$ cat config.mk
export PLATFORM = sky130hd
export DESIGN_NAME = if_pipe_stage_flat
export DESIGN_NICKNAME = d
export VERILOG_FILES = /design/src/rtl/if_pipe_stage_pkg.sv /design/src/rtl/if_pipe_stage_if.sv /design/src/rtl/if_pipe_stage_if_id_pipe_reg.sv /design/src/rtl/if_pipe_stage.sv /design/src/flat_wrapper.sv
export SDC_FILE = /design/constraint.sdc
export NUM_CORES = 1
export LEC_CHECK = 0
export ABC_AREA = 1
export ABC_CLOCK_PERIOD_IN_PS = 4600
export BUFFER_PORTS_ARGS = -buffer_cell sky130_fd_sc_hd__buf_2
export CAP_MARGIN = 10
export CORE_MARGIN = 2
export CORE_UTILIZATION = 53
export DETAILED_ROUTE_END_ITERATION = 6
export PLACE_DENSITY = 0.82
export SLEW_MARGIN = 40
export SYNTH_ARGS = -nofsm -noshare
export SYNTH_HDL_FRONTEND = slang
export SYNTH_SLANG_ARGS = --single-unit
$ cat constraint.sdc
create_clock -name clk -period 4.6 [get_ports clk]
set_input_delay 0 -clock clk [delete_from_list [all_inputs] [get_ports clk]]
set_output_delay 0 -clock clk [all_outputs]
set_load 0.01 [all_outputs]
$ cat src/rtl/if_pipe_stage_pkg.sv
// Shared constants for the instruction-fetch stage and its IF/ID register.
package if_pipe_stage_pkg;

  localparam int unsigned PC_W_DEFAULT    = 10;
  localparam int unsigned IMEM_AW_DEFAULT = 8;
  localparam int unsigned CNT_W_DEFAULT   = 16;
  localparam int unsigned INSTR_W         = 32;
  localparam int unsigned RESET_PC        = 0;
  localparam logic [INSTR_W-1:0] NOP_INSTR = '0;

endpackage

$ cat src/rtl/if_pipe_stage_if.sv
// Fetch-stage bus: ID redirects and stall in, imem port, IF/ID register and debug counters out.
interface if_pipe_stage_if
  import if_pipe_stage_pkg::*;
#(
  parameter int unsigned PC_W    = PC_W_DEFAULT,
  parameter int unsigned IMEM_AW = IMEM_AW_DEFAULT,
  parameter int unsigned CNT_W   = CNT_W_DEFAULT
);

  logic               Data_Hazard;
  logic               branch_taken;
  logic [PC_W-1:0]    branch_address;
  logic               jump;
  logic [PC_W-1:0]    jump_address;
  logic [INSTR_W-1:0] imem_rdata;
  logic [IMEM_AW-1:0] imem_addr;
  logic [PC_W-1:0]    pc_plus4;
  logic [INSTR_W-1:0] instr;
  logic               if_id_valid;
  logic               Control_Hazard;
  logic [CNT_W-1:0]   stall_count;
  logic [CNT_W-1:0]   flush_count;

  modport master (
    input  Data_Hazard, branch_taken, branch_address, jump, jump_address, imem_rdata,
    output imem_addr, pc_plus4, instr, if_id_valid, Control_Hazard, stall_count, flush_count
  );

  modport slave (
    output Data_Hazard, branch_taken, branch_address, jump, jump_address, imem_rdata,
    input  imem_addr, pc_plus4, instr, if_id_valid, Control_Hazard, stall_count, flush_count
  );

endinterface

$ cat src/rtl/if_pipe_stage_if_id_pipe_reg.sv
// IF/ID pipeline register: hold on stall, bubble on flush, otherwise load the fetched word.
module if_id_pipe_reg
  import if_pipe_stage_pkg::*;
#(
  parameter int unsigned PC_W = PC_W_DEFAULT
) (
  input  logic               clk,
  input  logic               reset,
  input  logic               stall,
  input  logic               flush,
  input  logic [PC_W-1:0]    pc_plus4_in,
  input  logic [INSTR_W-1:0] instr_in,
  output logic [PC_W-1:0]    pc_plus4,
  output logic [INSTR_W-1:0] instr,
  output logic               valid
);

  logic [PC_W-1:0]    pc_plus4_q, pc_plus4_d;
  logic [INSTR_W-1:0] instr_q, instr_d;
  logic               valid_q, valid_d;

  // Stall outranks flush so a redirect seen during a stall is re-resolved later.
  always_comb begin
    pc_plus4_d = pc_plus4_q;
    instr_d    = instr_q;
    valid_d    = valid_q;
    if (!stall) begin
      if (flush) begin
        pc_plus4_d = '0;
        instr_d    = NOP_INSTR;
        valid_d    = 1'b0;
      end else begin
        pc_plus4_d = pc_plus4_in;
        instr_d    = instr_in;
        valid_d    = 1'b1;
      end
    end
  end

  always_ff @(posedge clk) begin
    if (reset) begin
      pc_plus4_q <= '0;
      instr_q    <= NOP_INSTR;
      valid_q    <= 1'b0;
    end else begin
      pc_plus4_q <= pc_plus4_d;
      instr_q    <= instr_d;
      valid_q    <= valid_d;
    end
  end

  assign pc_plus4 = pc_plus4_q;
  assign instr    = instr_q;
  assign valid    = valid_q;

endmodule

$ cat src/rtl/if_pipe_stage.sv
// Instruction-fetch stage: PC register, next-PC select, IF/ID register and debug counters.
module if_pipe_stage
  import if_pipe_stage_pkg::*;
#(
  parameter int unsigned PC_W    = PC_W_DEFAULT,
  parameter int unsigned IMEM_AW = IMEM_AW_DEFAULT,
  parameter int unsigned CNT_W   = CNT_W_DEFAULT
) (
  input  logic             clk,
  input  logic             reset,
  if_pipe_stage_if.master  bus
);

  logic [PC_W-1:0]  pc_q, pc_d, pc_inc_c;
  logic [CNT_W-1:0] stall_cnt_q, stall_cnt_d;
  logic [CNT_W-1:0] flush_cnt_q, flush_cnt_d;
  logic             stall_c, flush_c;
  logic             unused_addr_bits;

  assign unused_addr_bits = ^{bus.branch_address[1:0], bus.jump_address[1:0]};

  always_comb begin
    stall_c  = ~bus.Data_Hazard;
    flush_c  = (bus.branch_taken | bus.jump) & bus.Data_Hazard;
    pc_inc_c = pc_q + PC_W'(4);
  end

  // Branch beats jump; targets are word-aligned by dropping the low two bits.
  always_comb begin
    pc_d = pc_q;
    if (!stall_c) begin
      if (bus.branch_taken) begin
        pc_d = {bus.branch_address[PC_W-1:2], 2'b00};
      end else if (bus.jump) begin
        pc_d = {bus.jump_address[PC_W-1:2], 2'b00};
      end else begin
        pc_d = pc_inc_c;
      end
    end
  end

  // Saturating event counters.
  always_comb begin
    stall_cnt_d = stall_cnt_q;
    flush_cnt_d = flush_cnt_q;
    if (stall_c && (stall_cnt_q != '1)) stall_cnt_d = stall_cnt_q + CNT_W'(1);
    if (flush_c && (flush_cnt_q != '1)) flush_cnt_d = flush_cnt_q + CNT_W'(1);
  end

  always_ff @(posedge clk) begin
    if (reset) begin
      pc_q        <= PC_W'(RESET_PC);
      stall_cnt_q <= '0;
      flush_cnt_q <= '0;
    end else begin
      pc_q        <= pc_d;
      stall_cnt_q <= stall_cnt_d;
      flush_cnt_q <= flush_cnt_d;
    end
  end

  if_id_pipe_reg #(.PC_W(PC_W)) u_if_id (
    .clk         (clk),
    .reset       (reset),
    .stall       (stall_c),
    .flush       (flush_c),
    .pc_plus4_in (pc_inc_c),
    .instr_in    (bus.imem_rdata),
    .pc_plus4    (bus.pc_plus4),
    .instr       (bus.instr),
    .valid       (bus.if_id_valid)
  );

  assign bus.imem_addr      = pc_q[IMEM_AW+1:2];
  assign bus.Control_Hazard = flush_c;
  assign bus.stall_count    = stall_cnt_q;
  assign bus.flush_count    = flush_cnt_q;

endmodule

$ cat src/flat_wrapper.sv
// flat-port wrapper written by rule: the top's interface ports become plain ports
module if_pipe_stage_flat import if_pipe_stage_pkg::*;
#(
  parameter int unsigned PC_W    = PC_W_DEFAULT,
  parameter int unsigned IMEM_AW = IMEM_AW_DEFAULT,
  parameter int unsigned CNT_W   = CNT_W_DEFAULT
)
  (clk, reset, bus_Data_Hazard, bus_branch_taken, bus_branch_address, bus_jump, bus_jump_address, bus_imem_rdata, bus_imem_addr, bus_pc_plus4, bus_instr, bus_if_id_valid, bus_Control_Hazard, bus_stall_count, bus_flush_count);
  if_pipe_stage_if #(.PC_W(PC_W), .IMEM_AW(IMEM_AW), .CNT_W(CNT_W)) bus_i ();
  input  logic clk;
  input  logic reset;
  input wire logic [$bits(bus_i.Data_Hazard)-1:0] bus_Data_Hazard;
  input wire logic [$bits(bus_i.branch_taken)-1:0] bus_branch_taken;
  input wire logic [$bits(bus_i.branch_address)-1:0] bus_branch_address;
  input wire logic [$bits(bus_i.jump)-1:0] bus_jump;
  input wire logic [$bits(bus_i.jump_address)-1:0] bus_jump_address;
  input wire logic [$bits(bus_i.imem_rdata)-1:0] bus_imem_rdata;
  output wire logic [$bits(bus_i.imem_addr)-1:0] bus_imem_addr;
  output wire logic [$bits(bus_i.pc_plus4)-1:0] bus_pc_plus4;
  output wire logic [$bits(bus_i.instr)-1:0] bus_instr;
  output wire logic [$bits(bus_i.if_id_valid)-1:0] bus_if_id_valid;
  output wire logic [$bits(bus_i.Control_Hazard)-1:0] bus_Control_Hazard;
  output wire logic [$bits(bus_i.stall_count)-1:0] bus_stall_count;
  output wire logic [$bits(bus_i.flush_count)-1:0] bus_flush_count;
  assign bus_i.Data_Hazard = bus_Data_Hazard;
  assign bus_i.branch_taken = bus_branch_taken;
  assign bus_i.branch_address = bus_branch_address;
  assign bus_i.jump = bus_jump;
  assign bus_i.jump_address = bus_jump_address;
  assign bus_i.imem_rdata = bus_imem_rdata;
  assign bus_imem_addr = bus_i.imem_addr;
  assign bus_pc_plus4 = bus_i.pc_plus4;
  assign bus_instr = bus_i.instr;
  assign bus_if_id_valid = bus_i.if_id_valid;
  assign bus_Control_Hazard = bus_i.Control_Hazard;
  assign bus_stall_count = bus_i.stall_count;
  assign bus_flush_count = bus_i.flush_count;
  if_pipe_stage #(.PC_W(PC_W), .IMEM_AW(IMEM_AW), .CNT_W(CNT_W)) u_core (.clk(clk), .reset(reset), .bus(bus_i));
endmodule
Word-level counts from Yosys, hierarchy flattened:

Cells that the tools add are included.

* muxes and demuxes: 5
* reduce and logical (&&, ||, !) cells: 2
* add/subtract/negate cells: 3
* bitwise logic cells: 3
* eq/ne operators: 2

Operator list (count)
* $add 16x1->16 const B: 2
* $mux 32: 1
* $ne 16x16->1 const B: 2
* $mux 10: 3
* $add 10x3->10 const B: 1
* $logic_and 1x1->1: 2
* $and 1x1->1: 1
* $mux 1: 1
* $not 1->1: 1
* $or 1x1->1: 1

* word-level logic and storage cells: 21
* output and inout port bits: 84
* register bits after elaboration: 85
* input port bits: 57

Longest topological paths before layout:

Gate-level depths: netlist (run 1).

* depth in word-level cells: 3
* gate-level depth with buffers: 10
* mapped depth without buffers: 9

Hierarchy:

Synthesis (run 1) repeated with hierarchy kept, for this count alone.

* cells, all modules: 588
* area total of the unflattened synthesis: 4106.4 µm²

By module, submodules not included
* if_pipe_stage: sequential area each 800.8 µm², area each 2537.4 µm², cells each 402, instances 1
* if_id_pipe_reg: sequential area each 860.8 µm², area each 1569.0 µm², cells each 186, instances 1

Worst setup path after synthesis (run 1):

Ideal clock, no wire load.

* path kind: register to register
* start point: register u_core.flush_cnt_q[0] (netlist: u_core.bus.flush_count[0])
* end point: register u_core.flush_cnt_q[7] (netlist: u_core.bus.flush_count[7])
* slack: 2.876 ns
* clock period less this slack: 1.724 ns
* cell stages (with the launch flop): 10
* data arrival time: 1.592 ns
* buffers on the path: 1
* required time: 4.468 ns
* setup time: 0.132 ns
* cell sequence: dfxtp_1 > ha_1 > nand2_2 > nor2_4 > nand2_2 > o21ai_4 > inv_2 > buf_6 > nand2_1 > a21oi_1

* word-level cells in the longest chain between the ends: 2
* elaborated cells on any way between the ends: 3
* classes of those cells: add/sub (1); eq/ne (1); reduce/logical (1)

Ends and longest elaborated chain
* from (decl): RTL line if_pipe_stage.sv:16 `logic [CNT_W-1:0] flush_cnt_q, flush_cnt_d;`
* from (signal assigned): RTL line if_pipe_stage.sv:58 `flush_cnt_q <= flush_cnt_d;`
* parallel branches: the longest is 2 deep, another holds $add 16x1->16

Parallel ways; which one is timed is not known.
A chain may end at the register's enable or synchronous reset.

Worst setup path in the final report (run 1):

* start point: register u_core.flush_cnt_q[0] (netlist: u_core.bus.flush_count[0])
* end point: register u_core.flush_cnt_q[15] (netlist: u_core.bus.flush_count[15])

Same word-level chain as after synthesis.

==> results, run 1 <==
- The startpoint identified for the worst register-to-register timing path is u_core.bus.flush_count[0].
- The worst setup path is captured at a flip-flop.
- The kind of start point of the critical path is a flip-flop.
- The sequential-to-total area share from yosys stat is 43.66%.
- The warning count from the yosys run is 0.
- For flop-to-flop paths, the worst setup slack is 2.43 ns.
- Entering global routing, the biggest net connects 42 pins.
- The category of the most critical setup path is flip-flop to flip-flop.
- The layout overhead on the synthesized area is 35.41%.
- The shortest clock period the worst path allows after layout is 2.173 ns.
- At the pin with the least slew margin, the transition time is 0.6726 ns.
- The average wire per cell in the routed design is 14.12 µm.
- The number of clock buffers added by TritonCTS is 9.
- The synthesized design contains slightly above 80 register bits.
- In this run the worst setup path begins at u_core.bus.flush_count[0].
- The flow ran to the end, and the final reports show no timing, DRC or antenna violations.
- The floorplan step set the die height to 88.23 µm.
- The root buffer cell chosen for the clock tree is clkbuf_8.
- The final critical path takes up 47.24% of the cycle.
- The H-tree level count is 3.
- For this design the ratio of total power to cell area is about 280 mW/mm².
- Data arrives at the worst endpoint at 2.39 ns.
- The share of the core filled with cells is roughly 75%.
- The endpoint of the worst-slack reg-to-reg timing path is u_core.bus.flush_count[15].
- The count of unique library cells instantiated by Yosys is 28.
- The overall die width is 88.23 µm.
- The highest attainable clock frequency is 0.4602 GHz.
- The total placed cells including tap cells is 706.
- The via count of the first global-routing pass is roughly 3700.
- The initial antenna violation count is 0.
- The number of nets with antenna violations after detailed routing is 0.
- The detailed router placed around 4100 vias in this run.
- The first-iteration detailed-routing DRC count is 216.
- Setup repair after global routing left no endpoint under its margin.
- The floorplan has 30 rows.
- The die footprint is 0.007784 mm².
- Before antenna repair, the detailed router went through 5 iterations.
- The final net count is 724.
- The first global-routing pass estimated between 15000 and 20000 µm of wire.
- In the routed design, unresolved DRC markers number 0.
- The most common library cell in the layout ignoring fill and taps is nand2_1.
- At the later pin of the worst-skew pair, clock insertion delay measures 0.35 ns.
- Dividing the detail-routed via count by the number of cells gives 5.323.
- Leaving out fill and tap cells, the most frequent cells in the layout are nand2_1, buf_2, dfxtp_1.
- After clock tree synthesis, the clock-pin slew on the worst setup and hold paths is about 0.080 ns.
- At the worst endpoint, the required time is 4.81 ns.
- The clock tree from TritonCTS is done.
- The finished layout holds around 770 standard cells, fillers aside.
- The leakage power of the design is 2.234 nW.
- The count of input and output buffers is 136.
- Of all nets on the critical path, the largest fanout is 17.
- Max-cap violations in this run came to 0.
- The net count after synthesis is 556.
- The initial cell density of the core is 55.04%.
- The per-instance average area after synthesis is 7.580 µm².
- Summed over all layers, the global routing overflow is 0.
- The global-route total usage across every layer is a little over a quarter.
- The final-report max-slew violation count was 0.
- The detailed-route wire length is roughly 11000 µm.
- CTS saw slightly above 80 sinks.
- The fraction of final layout cells with drive strength greater than 1 is 25.41%.
- The maximum clock path buffer count is 2.
- The number of top-level pins is between 100 and 150.
- The final sum of negative setup slack is 0 ns.
- Once detailed placement completed, the half-perimeter wirelength came to 6896 µm.
- Following the worst setup path forward leads to its endpoint at u_core.bus.flush_count[15].
- The number of fill cells in the layout is 550.
- The remaining max-slew budget at the tightest pin is 55.11%.
- Setup violations remaining at the end of the flow were counted as 0.
- The tightest min-delay check is of the input pin to flip-flop type.
- The final RePlAce weighted congestion is slightly above 0.9.
- Buffers added to address setup during post-CTS repair amount to 0.
- The post-synth design cell area is between 0.003 and 0.004 mm².
- The worst-case vdd ir drop is 0.2577 mV.
- The antenna cell count is 0.
- The worst-case clock skew is 0.009399 ns.
- The length in cells of the worst reg-to-reg path is 8.
- The number of hold violations in the final report came to 0.
- The core region is 0.006832 mm².
- The synthesized netlist cell count is roughly 500.
## routing by layer
layer / global-route usage [%] / wire [µm]
met4: 12.81 / 385
met5: 0 / 0
met2: 43.88 / 5246
met3: 6.716 / 767
met1: 32.50 / 4401
## logic make-up (layout without fill, tap and decap cells)
family,after synthesis,in the layout,synth area share [%]
buf+inv,53,226,6.056
simple gates,238,238,26.16
fa+ha+maj,3,3,0.9984
xor+xnor,18,18,4.193
compound gates,102,102,18.94
flops,82,82,43.66
## metrics by stage
step / total power, mW / setup slack (ns) / instance area, µm² / hold slack (ns)
after floorplan: 0.8342 / 2.876 / 3760 / 0.1626
after global placement: 0.8864 / 2.498 / 4459 / 0.2442
after detailed placement: 0.8909 / 2.437 / 4459 / 0.2511
after CTS: 1.448 / 2.429 / 5091 / 0.01315
after global routing: 1.500 / 2.271 / 5091 / 0.02743
final: 1.446 / 2.427 / 5091 / 0.007632
## final cells by class
class	count	area, µm²	share of cell area (%)
well taps	96	120.1	2.359
multi-input cells	361	1893	37.18
clock buffers	9	123.9	2.433
flip-flops and latches	82	1642	32.24
inverters	29	108.9	2.138
repair buffers	181	1126	22.12
clock inverters	7	77.57	1.524
## critical path, cell delays in order (launching register included)
cell and delay (ns):
dfxtp_1 0.50, ha_1 0.32, nand2_2 0.11, nor2_4 0.15, nand2_2 0.10, o21ai_4 0.41, inv_2 0.25, nand2_1 0.12
a21oi_1 0.06
## state kept, by name (all words and copies together), names as in the netlist
signal                   count
u_core.u_if_id.instr        32
u_core.bus.flush_count      16
u_core.bus.stall_count      16
u_core.u_if_id.pc_plus4      9
u_core.pc_q                  8
u_core.u_if_id.valid         1
## report_power, final
part / leakage, nW / internal, mW / switching, mW
Clock: 0.105 / 0.257 / 0.280
Combinational: 1.46 / 0.0755 / 0.0896
Sequential: 0.666 / 0.727 / 0.0174
Total: 2.23 / 1.06 / 0.387
## synth_stat cells, drive strengths merged
library cell  number  area (µm²)
or2                1       6.260
nand4             11       68.82
o21ai             18       101.4
o211ai             2       15.01
inv               29       108.9
nor2              63       261.5
a22o               3       26.28
nand3             23       115.1
o31ai              2       15.01
nand2            139       526.8
xor2              14       122.6
xnor2              4       35.03
a32o              33       330.3
nor3               1       5.000
a21oi             44       224.0
clkbuf            14       52.55
ha                 3       37.54
dfxtp             82        1642
buf               10       66.31
## how the worst min path moves through the flow
stage,from,endpoint,slack (ns),cells past startpoint
after CTS,bus_Data_Hazard,u_core.u_if_id.pc_plus4[1],0.01,2
after global placement,bus_imem_rdata[11],u_core.u_if_id.instr[11],0.24,2
after global routing,bus_Data_Hazard,u_core.u_if_id.pc_plus4[1],0.03,2
after floorplan,bus_imem_rdata[0],u_core.u_if_id.instr[0],0.16,1
final,bus_Data_Hazard,u_core.u_if_id.pc_plus4[1],0.008,2
after detailed placement,bus_imem_rdata[2],u_core.u_if_id.instr[2],0.25,2
## repair_timing
| item | 4_1_cts | 5_1_grt |
|---|---|---|
| setup endpoints to repair | 0 | 0 |
| resized for setup | 0 | 0 |
| endpoints found under the hold margin | 40 | 0 |
| hold buffers | 43 | 0 |
Note: power is estimated with default switching activity, not from simulation.
==> run 2, diff against run 1 <==
- ABC_CLOCK_PERIOD_IN_PS: 4600 -> 1840
- CORE_UTILIZATION: 53 -> 44
- PLACE_DENSITY: 0.82 -> 0.73
- clock period: 4.6 -> 1.84 ns (I/O delays scaled with it)
==> run 2 against run 1 <==
Combinational power increased to 2.7 times the previous value. First-iteration DRC count shrank 25%. Global-route usage shrank 3.9 points. Cell area up 2.7%. Hold slack improved by 0.015 ns. Largest power group unchanged. Highest routed layer unchanged.
==> results, run 2 (synthesis results as in run 1) <==
- The worst-case vdd ir drop is 0.4685 mV.
- Cells with a size suffix above 1 make up 26.98% of the layout.
- The clock tree from TritonCTS is done.
- The worst setup slack before clock tree synthesis is between 0.1 and 0.15 ns.
- Entering global routing, the biggest net connects 42 pins.
- Leaving out fill and tap cells, the most frequent cell in the layout is nand2_1.
- The min-delay analysis places its worst path in the category input pin to flip-flop.
- The final layout contains roughly 740 nets.
- CTS placed an instance of clkbuf_8 at the clock tree root.
- The type of element capturing the critical path is a flip-flop.
- Once routing completed, OpenROAD measured the worst setup slack at 0.05312 ns.
- For the final database, setup skew stands at 0.01214 ns.
- The number of nets with antenna violations after detailed routing is 0.
- Dividing the detail-routed wire length by the instance count gives 13.97 µm.
- The die footprint is 0.009301 mm².
- In the final layout, flip-flops and latches occupy 0.001645 mm².
- Max-cap violations in this run came to 0.
- Along the worst path, the maximum fanout reaches 4.
- The met2 usage in global routing is about 37%.
- The via count of the first global-routing pass was 3627.
- The worst path in the final design needs a cycle of 1.787 ns, including I/O delays and setup.
- The initial antenna violation count is 0.
- Static timing analysis puts the maximum clock frequency at 0.5596 GHz.
- The detailed-route wire length is 11000 µm.
- The first-iteration detailed-routing DRC count is between 150 and 200.
- In the layout the commonest cells are nand2_1, buf_2, dfxtp_1.
- The worst register-to-register path ends at u_core.pc_q[3].
- For the pin with the worst max-slew slack, the measured transition is 0.4412 ns.
- The final-report max-slew violation count came to 0.
- The hold path endpoint is u_core.pc_q[8].
- The kind of start point of the critical path is a flip-flop.
- In the global route stage, overall resource usage came out at 22.68%.
- Global routing used between 5 and 6% of the available met3 tracks.
- The DRC violation count after routing is 0.
- The run finished with clean final reports.
- In this run the deepest clock path goes through 2 buffers.
- The clock latency of the later-clocked register in the worst-skew pair is 0.36 ns.
- The first-pass iteration count of the detailed router is 5.
- In this run the tightest slew margin relative to its limit is 70.55%.
- Summing all non-filler instances in the final layout gives an area of 0.005226 mm².
- The number of setup violations in the final report is 0.
- The clock-pin transition on the worst setup and hold timing paths is 0.09 ns.
- The arrival time reported for the critical path endpoint is 2.04 ns.
- Counting every sink on the clock net gives 82.
- The number of clock buffers added by TritonCTS is 9.
- The placement-stage cell area is 0.004573 mm².
- Detailed placement ended at an HPWL of between 7000 and 8000 µm.
- The routed via count is roughly 4100.
- Overall power consumption after layout is estimated at 3.643 mW.
- The most crowded layer after global routing is met2.
- The data required time at the worst endpoint is 2.09 ns.
- Counting the fill cells in the layout gives 706.
- The critical hold path startpoint is bus_branch_taken.
- The startpoint of the lowest-slack register-to-register path is u_core.pc_q[3].
- The area of the core region is 0.008258 mm².
- Leaving out filler cells and counting taps, the final layout contains about 790.
- For met1 alone, demand over resource in global routing was roughly 28%.
- The number of hold violations in the final report is 0.
- The share of the core filled with cells is 63.29%.
- The count of buffers added on input and output ports is 136.
- The floorplan has 33 rows.
- The global-route wire length before repair is 16530 µm.
- The congestion estimate from routability-driven global placement came to 0.9028.
- The total placed cells including tap cells is 727.
- The total overflow left after global routing is 0.
- The worst setup path is of the flip-flop to flip-flop kind.
- In the finished design, the share of the clock period the worst path needs comes to 97.11%.
- The average vias per placed instance is 5.254.
- Compared with the post-synthesis result, the final layout area differs by 39.00%.
- For the worst flop-to-flop path, the logic depth is 5.
- From bottom edge to top edge, the die measures a little under 100 µm.
- For this design the top-level I/O count stands at 141.
- The number of stages on the worst hold path is 4.
- In this run the horizontal extent of the chip is 96.44 µm.
- The multi-input combinational cell area is 0.001901 mm².
- The initial utilization of the core area, before any placement, comes to 45.53%.
- The H-tree level count is 3.
- For this design the static power due to leakage is 2.299 nW.
- Across all register-to-register paths, the minimum setup slack is 0.05 ns.
- The antenna cell count is 0.
- The flip-flop count of the largest register, all copies and words added is 32.
- For this design the ratio of total power to cell area is 697.0 mW/mm².
## run 2: per-stage QoR
step	setup TNS [ns]	hold WS (ns)
final	0	0.02300
after global routing	-0.00001532	0.03608
after CTS	0	0.005159
after detailed placement	0	0.2497
after global placement	0	0.2441
after floorplan	0	0.1626
## run 2: routing by layer
layer	vias to the layer above	wire, µm
met4	0	282
met1	1898	4609
met5	-	0
li1	2042	-
met3	25	779
met2	170	5324
## run 2: layout make-up
cell class                      count  area share [%]
Multi-Input combinational cell    361           36.37
Clock buffer                        9           2.370
Inverter                           29           2.131
Timing Repair Buffer              194           23.65
Sequential cell                    82           31.48
Tap cell                          105           2.514
Clock inverter                      7           1.484
## run 2: worst max path at each step
stage	start	end
3_3_place_gp	u_core.bus.stall_count[1]	u_core.bus.stall_count[1]
5_1_grt	u_core.pc_q[2]	u_core.pc_q[3]
2_1_floorplan	u_core.bus.flush_count[0]	u_core.bus.flush_count[7]
4_1_cts	u_core.pc_q[2]	u_core.pc_q[3]
3_5_place_dp	u_core.bus.stall_count[1]	u_core.bus.stall_count[0]
6_report	u_core.pc_q[3]	u_core.pc_q[3]
## run 2: worst max-delay path: stages, from the launching register on
cell and delay [ns]:
dfxtp_1 0.39, ha_1 0.26, or2_2 0.28, o211ai_1 0.10, a21oi_1 0.10, dlygate4sd3_1 0.55
## run 2: timing repair
item,CTS,global route
endpoints found under the setup margin,0,20
endpoints found under the hold margin,40,0
resized for setup,0,6
setup buffers,0,1
hold buffers,43,0
## run 2: where the power goes
group          switching, mW  leakage [nW]  internal (mW)
clock network          0.709         0.100          0.639
registers             0.0344         0.666           1.82
logic                  0.235          1.53          0.209
total                  0.978          2.30           2.67
==> run 3, diff against run 2 <==
- CTS_BUF_LIST: unset -> sky130_fd_sc_hd__clkbuf_16
==> run 3 against run 2 <==
Worst setup slack improved by 0.11 ns. Sequential share of layout area fell by 0.47 points. Total power is 13% higher. Clock-buffer cell count unchanged. Maximum frequency grew 6.6%. Flip-flop and latch count is the same. Sequential power barely moved. Via count down 0.87%. Critical path type unchanged. Largest power group unchanged. Highest routed layer unchanged.
==> results, run 3 (synthesis results as in run 1) <==
- The combined buffer and inverter count along the critical path is 1.
- The layout overhead on the synthesized area is 40.80%.
- The number of nets with antenna violations after detailed routing is 0.
- Across the routed clock network, the largest skew measured is between 0.008 and 0.009 ns.
- Dividing total power by cell area gives a power density of 774.3 mW/mm².
- The length in cells of the worst reg-to-reg path is 8.
- The routed via count is 4099.
- The first-pass iteration count of the detailed router is 4.
- Global routing used between 20% and 30% of the available tracks.
- The flow ran to the end, and the final reports show no timing, DRC or antenna violations.
- The fraction of final layout cells with drive strength greater than 1 is approximately a quarter.
- The initial antenna violation count came to 0.
- STA puts the critical path data arrival time at between 1.5 and 2 ns.
- In this run the horizontal extent of the chip is ~96 µm.
- The leakage power of the design is 2.330 nW.
- For this run, the slowest stage of the critical path takes slightly above 0.4 ns.
- The largest net degree at the start of global routing is 42.
- The critical path in this run is classified as flip-flop to flip-flop.
- Clock latency on the worst-skew pair, taken at its later pin, is 0.32 ns.
- The final net count is 734.
- The average vias per placed instance is 5.228.
- The actual transition at the worst max-transition pin is 0.4345 ns.
- The clock sink count is 82.
- The most common library cell in the layout ignoring fill and taps is nand2_1.
- The total of max-cap violations is 0.
- The wire-length estimate of the detail-placed layout is between 7000 and 8000 µm.
- The initial cell density of the core is 45.53%.
- The worst hold path class is input pin to flip-flop.
- The flip-flop count of the largest register, all copies and words added is 32.
- The signal on the critical path passes through ha_1, nand2_2, nor2_4, nand2_2, o21ai_4, buf_4, nand2_1, a21oi_1.
- At the end of routability-driven placement, the weighted congestion stood at 0.9028.
- The shortest clock period the worst path allows after layout is between 1.5 and 2 ns.
- The vertical die dimension is 96.44 µm.
- The register-to-register setup slack is 0.16 ns.
- The placement-stage cell area is 0.004573 mm².
- The first global-routing pass estimated approximately 16000 µm of wire.
- The worst-case vdd ir drop is roughly 0.53 mV.
- The H-tree level count is 3.
- The startpoint of the lowest-slack register-to-register path is u_core.bus.flush_count[1].
- At the worst endpoint, the required time is 2.09 ns.
- In the layout the commonest cells are nand2_1, buf_2, dfxtp_1.
- The maximum clock path buffer count is 2.
- Along the worst hold path, the cell count comes to 3.
- In the finished design, the share of the clock period the worst path needs comes to 91.12%.
- In this run the worst setup path begins at u_core.bus.flush_count[1].
- The final sum of negative setup slack is 0 ns.
- The detailed router finished its first iteration with 172 violations.
- The critical path's most frequent cell is nand2_2.
- The highest-delay cell along the critical path is dfxtp_1.
- The CTS root buffer is clkbuf_16.
- The number of buffers created by CTS is 9.
- In this design, the largest share of critical-path delay is due to simple AND/OR/NAND/NOR gates.
- STA classifies the critical path startpoint as a flip-flop.
- Of all nets on the critical path, the largest fanout is 9.
- The core region is 0.008258 mm².
- The final-report max-slew violation count is 0.
- The initialized floorplan defines 33 standard-cell rows.
- The number of hold violations in the final report is 0.
- The path with the worst hold slack has its endpoint at u_core.pc_q[3].
- In this run, the clock network consumes 44.2% of the power.
- The DRC violation count after routing is 0.
- The finished layout cell area is 0.005294 mm².
- The sum of overflow across all layers after global routing is 0.
- Setup repair after global routing left no endpoint under its margin.
- The antenna cell count is 0.
- Wires add up to 10940 µm.
- Combinational cells account for 10.6% of the total power.
- The die covers between 0.009 and 0.01 mm².
- The worst setup path is captured at a flip-flop.
- The count of input and output buffers is roughly 140.
- The clock-pin transition on the worst setup and hold timing paths is 0.07 ns.
- The remaining max-slew budget at the tightest pin is 71.00%.
- The clock tree from TritonCTS is done.
- The worst hold path begins at bus_jump_address[3].
- The highest attainable clock frequency is 0.5965 GHz.
- Setup violations remaining at the end of the flow were counted as 0.
- The switching part of the total power is ~25%.
- The net switching power is approximately 1 mW.
- The endpoint of the worst-slack reg-to-reg timing path is u_core.bus.flush_count[15].
- In this run the post-CTS setup repair buffer count came out at 0.
- The via count of the first global-routing pass came to 3650.
- The internal cell power is 3.085 mW.
- Hold is met by 0.006208 ns.
- Of the total power, registers draw 45.2%.
- During I/O placement, the number of pins put on the boundary was 141.
- After detailed routing, the average wire length per cell comes to 13.95 µm.
[run 3: worst max-delay path by stage]
stage	cells past startpoint	to
finish	8	u_core.bus.flush_count[15]
global route	8	u_core.bus.flush_count[10]
CTS	9	u_core.bus.stall_count[0]
detailed placement	9	u_core.bus.stall_count[0]
global placement	9	u_core.bus.stall_count[1]
floorplan	9	u_core.bus.flush_count[7]
[run 3: worst min-delay path: stages]
cell and delay, ns:
buf_2 0.08, o211ai_1 0.09, a21oi_1 0.12
[run 3: layout make-up]
cell class              count  area [µm²]
fillers                   710        2964
multi-input cells         361        1898
flip-flops and latches     82        1642
repair buffers            191        1209
clock buffers               9       225.2
well taps                 105       131.4
inverters                  29       111.4
clock inverters             7       77.57
[run 3: per-stage QoR]
step                      instances  total power [mW]  utilization, %  worst slack (ns)
after floorplan                 496             2.086               -            0.1159
after global placement          727             2.242           55.38            0.1806
after detailed placement        727             2.251           55.38            0.1246
after CTS                       784             4.128           64.02            0.1104
after global routing            784             4.262           64.11          0.001389
final                           784             4.099           64.11            0.1634
[run 3: timing repair]
item | in CTS | in global routing
endpoints found under the hold margin | 40 | 0
setup endpoints to repair | 0 | 15
hold buffers | 41 | 0
resized for setup | 0 | 3
[run 3: per-layer routing]
layer / global-route usage (%) / vias to the layer above / wire [µm]
met5: 0 / - / 0
met4: 8.099 / 0 / 169
met3: 4.732 / 18 / 743
met2: 37.44 / 156 / 5422
met1: 28.30 / 1895 / 4601
li1: - / 2030 / -
[run 3: power by group through the flow]
stage	logic (mW)	clock network (mW)	registers (mW)
2_1_floorplan	0.172	0	1.91
3_3_place_gp	0.352	0	1.89
3_5_place_dp	0.359	0	1.89
4_1_cts	0.428	1.85	1.85
5_1_grt	0.474	1.93	1.86
6_report	0.436	1.81	1.85
